==> src/rtl/demux_deser_pkg.sv <==
// Shared definitions for the serial-to-parallel capture block: bit-order encodings
// and the mapping from frame slot index to capture register bit position.
package demux_deser_pkg;

    localparam int ORDER_LSB_FIRST = 0;
    localparam int ORDER_MSB_FIRST = 1;

    // Mapping is its own inverse, so it also converts a capture bit back to its slot.
    function automatic int map_slot(input int idx, input int width, input int order);
        return (order == ORDER_MSB_FIRST) ? (width - 1 - idx) : idx;
    endfunction

endpackage

==> src/rtl/demux_deser_slot_ctr.sv <==
// Mod-DATA_WIDTH slot counter acting as the demux select; registered sel, combinational decode.
// No backpressure of its own: advances only on inc_i, jumps to slot 1 on restart_i.
module demux_deser_slot_ctr
    import demux_deser_pkg::*;
#(
    parameter  int DATA_WIDTH = 8,
    localparam int SEL_WIDTH  = $clog2(DATA_WIDTH)
) (
    input  logic                  clk,
    input  logic                  rst_n,
    input  logic                  inc_i,
    input  logic                  restart_i,
    output logic [SEL_WIDTH-1:0]  sel_o,
    output logic                  last_o,
    output logic [DATA_WIDTH-1:0] dec_o
);

    localparam logic [SEL_WIDTH-1:0] SEL_LAST = SEL_WIDTH'(DATA_WIDTH - 1);
    localparam logic [SEL_WIDTH-1:0] SEL_ONE  = SEL_WIDTH'(1);

    logic [SEL_WIDTH-1:0] sel_q;
    logic [SEL_WIDTH-1:0] sel_d;

    assign sel_o  = sel_q;
    assign last_o = (sel_q == SEL_LAST);

    // A sync bit occupies slot 0, so the restart target is the slot after it.
    always_comb begin
        sel_d = sel_q;
        if (restart_i) begin
            sel_d = SEL_ONE;
        end else if (inc_i) begin
            sel_d = last_o ? '0 : sel_q + SEL_ONE;
        end
    end

    always_comb begin
        dec_o = '0;
        for (int i = 0; i < DATA_WIDTH; i++) begin
            dec_o[i] = (sel_q == SEL_WIDTH'(i));
        end
    end

    always_ff @(posedge clk or negedge rst_n) begin
        if (!rst_n) begin
            sel_q <= '0;
        end else begin
            sel_q <= sel_d;
        end
    end

endmodule

==> src/rtl/demux_deser.sv <==
// Serial-to-parallel capture: out_valid rises one cycle after the DATA_WIDTH-th accepted bit.
// in_ready drops only when a completing bit would land on an unpopped holding word.
module demux_deser
    import demux_deser_pkg::*;
#(
    parameter  int DATA_WIDTH = 8,
    parameter  int MSB_FIRST  = ORDER_LSB_FIRST,
    localparam int SEL_WIDTH  = $clog2(DATA_WIDTH)
) (
    input  logic                  clk,
    input  logic                  rst_n,
    input  logic                  in_bit,
    input  logic                  in_valid,
    input  logic                  in_sync,
    output logic                  in_ready,
    output logic [DATA_WIDTH-1:0] out_data,
    output logic                  out_valid,
    input  logic                  out_ready,
    output logic [SEL_WIDTH-1:0]  sel,
    output logic                  frame_err
);

    localparam int SYNC_BIT = map_slot(0, DATA_WIDTH, MSB_FIRST);

    logic                  acc;
    logic                  sync_acc;
    logic                  bit_acc;
    logic                  last;
    logic                  complete;
    logic [DATA_WIDTH-1:0] dec;
    logic [DATA_WIDTH-1:0] wr_en;

    logic [DATA_WIDTH-1:0] cap_q;
    logic [DATA_WIDTH-1:0] cap_d;
    logic [DATA_WIDTH-1:0] out_data_q;
    logic [DATA_WIDTH-1:0] out_data_d;
    logic                  out_valid_q;
    logic                  out_valid_d;
    logic                  frame_err_q;
    logic                  frame_err_d;

    // A sync bit never completes a word, so it is never stalled.
    assign in_ready = !(last && !(in_valid && in_sync) && out_valid_q && !out_ready);
    assign acc      = in_valid && in_ready;
    assign sync_acc = acc && in_sync;
    assign bit_acc  = acc && !in_sync;
    assign complete = bit_acc && last;

    demux_deser_slot_ctr #(
        .DATA_WIDTH (DATA_WIDTH)
    ) u_slot_ctr (
        .clk       (clk),
        .rst_n     (rst_n),
        .inc_i     (bit_acc),
        .restart_i (sync_acc),
        .sel_o     (sel),
        .last_o    (last),
        .dec_o     (dec)
    );

    // Demux: capture bit g is written by the slot that maps onto it.
    for (genvar g = 0; g < DATA_WIDTH; g++) begin : g_wr_en
        localparam int SLOT = map_slot(g, DATA_WIDTH, MSB_FIRST);
        assign wr_en[g] = bit_acc && dec[SLOT];
    end

    always_comb begin
        cap_d = cap_q;
        if (sync_acc) begin
            cap_d           = '0;
            cap_d[SYNC_BIT] = in_bit;
        end else begin
            for (int i = 0; i < DATA_WIDTH; i++) begin
                if (wr_en[i]) begin
                    cap_d[i] = in_bit;
                end
            end
        end
    end

    // A completion in the same cycle as a pop replaces the word without a bubble.
    always_comb begin
        out_valid_d = out_valid_q;
        out_data_d  = out_data_q;
        if (complete) begin
            out_valid_d = 1'b1;
            out_data_d  = cap_d;
        end else if (out_valid_q && out_ready) begin
            out_valid_d = 1'b0;
        end
    end

    assign frame_err_d = sync_acc && (sel != '0);

    always_ff @(posedge clk or negedge rst_n) begin
        if (!rst_n) begin
            cap_q       <= '0;
            out_data_q  <= '0;
            out_valid_q <= 1'b0;
            frame_err_q <= 1'b0;
        end else begin
            cap_q       <= cap_d;
            out_data_q  <= out_data_d;
            out_valid_q <= out_valid_d;
            frame_err_q <= frame_err_d;
        end
    end

    assign out_data  = out_data_q;
    assign out_valid = out_valid_q;
    assign frame_err = frame_err_q;

endmodule

==> config.mk <==
export PLATFORM = sky130hd
export DESIGN_NAME = demux_deser
export DESIGN_NICKNAME = d
export VERILOG_FILES = /design/src/rtl/demux_deser_pkg.sv /design/src/rtl/demux_deser_slot_ctr.sv /design/src/rtl/demux_deser.sv
export SDC_FILE = /design/constraint.sdc
export NUM_CORES = 1
export LEC_CHECK = 0
export BUFFER_PORTS_ARGS = -buffer_cell sky130_fd_sc_hd__buf_2
export CAP_MARGIN = 10
export CORE_UTILIZATION = 48
export DETAILED_ROUTE_END_ITERATION = 16
export PLACE_DENSITY_LB_ADDON = 0.08
export SLEW_MARGIN = 20
export SYNTH_ARGS = -nofsm -noshare
export SYNTH_HDL_FRONTEND = slang
export SYNTH_SLANG_ARGS = --single-unit
==> constraint.sdc <==
create_clock -name clk -period 1.8 [get_ports clk]
set_clock_uncertainty 0.1 [all_clocks]
set_input_delay 0.27 -clock clk [delete_from_list [all_inputs] [get_ports clk]]
set_output_delay 0.27 -clock clk [all_outputs]
set_load 0.01 [all_outputs]
==> results.json <==
{
  "yosys_most_used_dff": "dfrtp_1",
  "p_per_area_mw_per_mm2": 883.4,
  "postLayoutCoreUtil": 0.6862,
  "die_area_sq_mm": 0.002337,
  "htree_levels": 1,
  "status": "complete, but fails checks",
  "min_period_over_period": 1.074,
  "drc": 0,
  "core_sq_mm": 0.001982,
  "ios": 20,
  "rr_endpoint": "out_data[0]",
  "core.rowCount": 16,
  "hp-start": "in_sync",
  "required_ns": 1.90,
  "async_reset_ff_frac": 1.000,
  "stdcell_count": 164,
  "dr.pass1.iters": 4,
  "clk_pin_slew_ns": 0.12,
  "slew_violations": 0,
  "avgSynthCellArea_sq_um": 10.21,
  "cts-root-buf": "clkbuf_4",
  "hold_viol": 0,
  "crit_slowest_cell": "dfrtp_1",
  "first_global_vias": 840,
  "max_stage_delay_ns": 0.42,
  "dp.cells": 155,
  "clock.fmax_mhz": 517.3,
  "cts_buffers": 3,
  "path_max_fanout": 2,
  "gp_congestion": 0.7748,
  "relSlewSlack": 0.6949,
  "crit_buf_inv": 0,
  "die_w_um": 48.35,
  "layout_commonest_cell": "dfrtp_1",
  "synth_edf_count": 0,
  "postPlaceCellArea_sq_mm": 0.001240,
  "port_buffers": 19,
  "drt_iter0_drc": 10,
  "ys_ff_latch": 20,
  "wl_um": 2111,
  "setup_slack_ns": -0.1330,
  "setup_violations": 2,
  "final_area_sq_mm": 0.001360,
  "hold_class": "input port to register",
  "vdd_drop_max_v": 0.0006069,
  "drive_above_1_share": 0.3358,
  "antenna_cells": 0,
  "vias": 835,
  "clk_latency_ns": 0.30,
  "violations": "negative setup slack",
  "wl_per_cell_um": 12.87,
  "place_hpwl_um": 1475,
  "numClockSinks": 20,
  "synth_warnings": 0,
  "end_kind": "register",
  "crit_chain": "ha_4 -> ha_4 -> or2b_1 -> o221ai_2 -> mux2_4 -> mux2_4",
  "r2r-start": "u_slot_ctr.sel_o[1]",
  "clk_path_buf_depth": 2,
  "grt-ovfl-total": 0,
  "drv_cap": 0,
  "yosysSeqAreaShare": 0.4854,
  "reg2regPathDepth": 6,
  "crit_type": "register to register",
  "ant_nets": 0,
  "place_ws_ns": -0.1062,
  "cp_top_family": "multiplexers",
  "p_leak_nw": 0.7324,
  "grt_max_degree": 21,
  "grt_first_pass_wirelength_um": 3753,
  "critPathLaunchType": "register",
  "syn_area_sq_mm": 0.001031,
  "worst-path-stages": 6,
  "nets": 150,
  "min_path_cells": 2,
  "drt-vias-per-instance": 5.091,
  "syn_inst": 101,
  "rrSetupSlack_ns": -0.13,
  "postSynthNetCount": 113,
  "synth.distinct_cells": 25,
  "whs_endpoint": "u_slot_ctr.sel_o[2]",
  "cp.arrival_ns": 2.04,
  "rsz0062_at_grt": "true",
  "final_cell_mix": "dfrtp_1, nand2_1, buf_2",
  "fillCellCount": 158,
  "p_total_mw": 1.202,
  "grt.total_usage": 0.2080,
  "syn_to_final_growth_pct": 31.92,
  "antenna_found_initial": 0,
  "start_util": 0.5202,
  "worst_pin_slew_ns": 0.4576,
  "period_needed_ns": 1.933,
  "die_h_um": 48.35,
  "cts_tree": "yes"
}
cell type report:
| cell class | instances | area (sq um) | share of cell area |
|---|---|---|---|
| Clock inverter | 1 | 30.03 | 0.02208 |
| Timing Repair Buffer | 36 | 235.2 | 0.1730 |
| Sequential cell | 20 | 500.5 | 0.3680 |
| Multi-Input combinational cell | 73 | 523.0 | 0.3845 |
| Tap cell | 27 | 33.78 | 0.02484 |
| Clock buffer | 3 | 22.52 | 0.01656 |
| Inverter | 4 | 15.01 | 0.01104 |
state kept, by name, indices dropped and copies added, names as in the netlist:
signal / count
cap_q: 7
frame_err: 1
out_data: 8
out_valid: 1
u_slot_ctr.sel_o: 3
report_power, final:
part,internal (mW),total (mW),switching (mW)
logic,0.146,0.299,0.152
clock network,0.225,0.376,0.151
registers,0.498,0.527,0.0287
synth_stat cells (2+ instances only):
cell type	count	area share
dfrtp_1	20	0.49
nand2_1	18	0.066
mux2i_1	9	0.087
o21ai_0	8	0.039
ha_1	6	0.073
nand3_1	5	0.024
nand4_1	5	0.030
inv_1	4	0.015
nor2_1	4	0.015
nand2b_1	3	0.018
buf_2	2	0.0097
mux2_4	2	0.029
o21ai_1	2	0.0097
o31ai_1	2	0.015
metrics by stage:
stage / hold WS [ns] / setup TNS, ns
global route: 0.1254 / -0.3586
CTS: 0.1103 / -0.2467
finish: 0.1261 / -0.2483
global placement: 0.1400 / -0.06181
detailed placement: 0.1448 / -0.1086
floorplan: -0.1256 / -0.1921
routing by layer:
layer  wire length [um]  vias up  track usage
met5                  0        -            0
met2               1013       13       0.3545
li1                   -      423            -
met3                 59        0      0.02830
met1               1038      399       0.2757
met4                  0        0      0.06373
cell families after synthesis:
logic type,Yosys count,synth area share
multiplexers,11,0.1165
AO/OA/AOI/OAI,15,0.09222
AND/OR/NAND/NOR,41,0.1942
adder cells (fa/ha/maj),6,0.07281
flip-flops,20,0.4854
buffers and inverters,8,0.03883
how the worst max path moves through the flow:
stage | to | startpoint | slack [ns]
after CTS | out_data[0] | u_slot_ctr.sel_o[0] | -0.13
after global placement | out_data[0] | u_slot_ctr.sel_o[1] | -0.06
final | out_data[0] | u_slot_ctr.sel_o[1] | -0.13
after floorplan | out_data[0] | u_slot_ctr.sel_o[0] | -0.19
after global routing | out_data[0] | u_slot_ctr.sel_o[1] | -0.18
after detailed placement | out_data[0] | u_slot_ctr.sel_o[1] | -0.11
repair_timing:
item,in CTS,in global routing
setup buffers,3,1
setup endpoints to repair,2,2
hold endpoints to repair,20,0
resized for setup,2,2
pin swaps,2,3
cloned,0,0
hold buffers,1,0
Power figures use the tool's default switching activity.
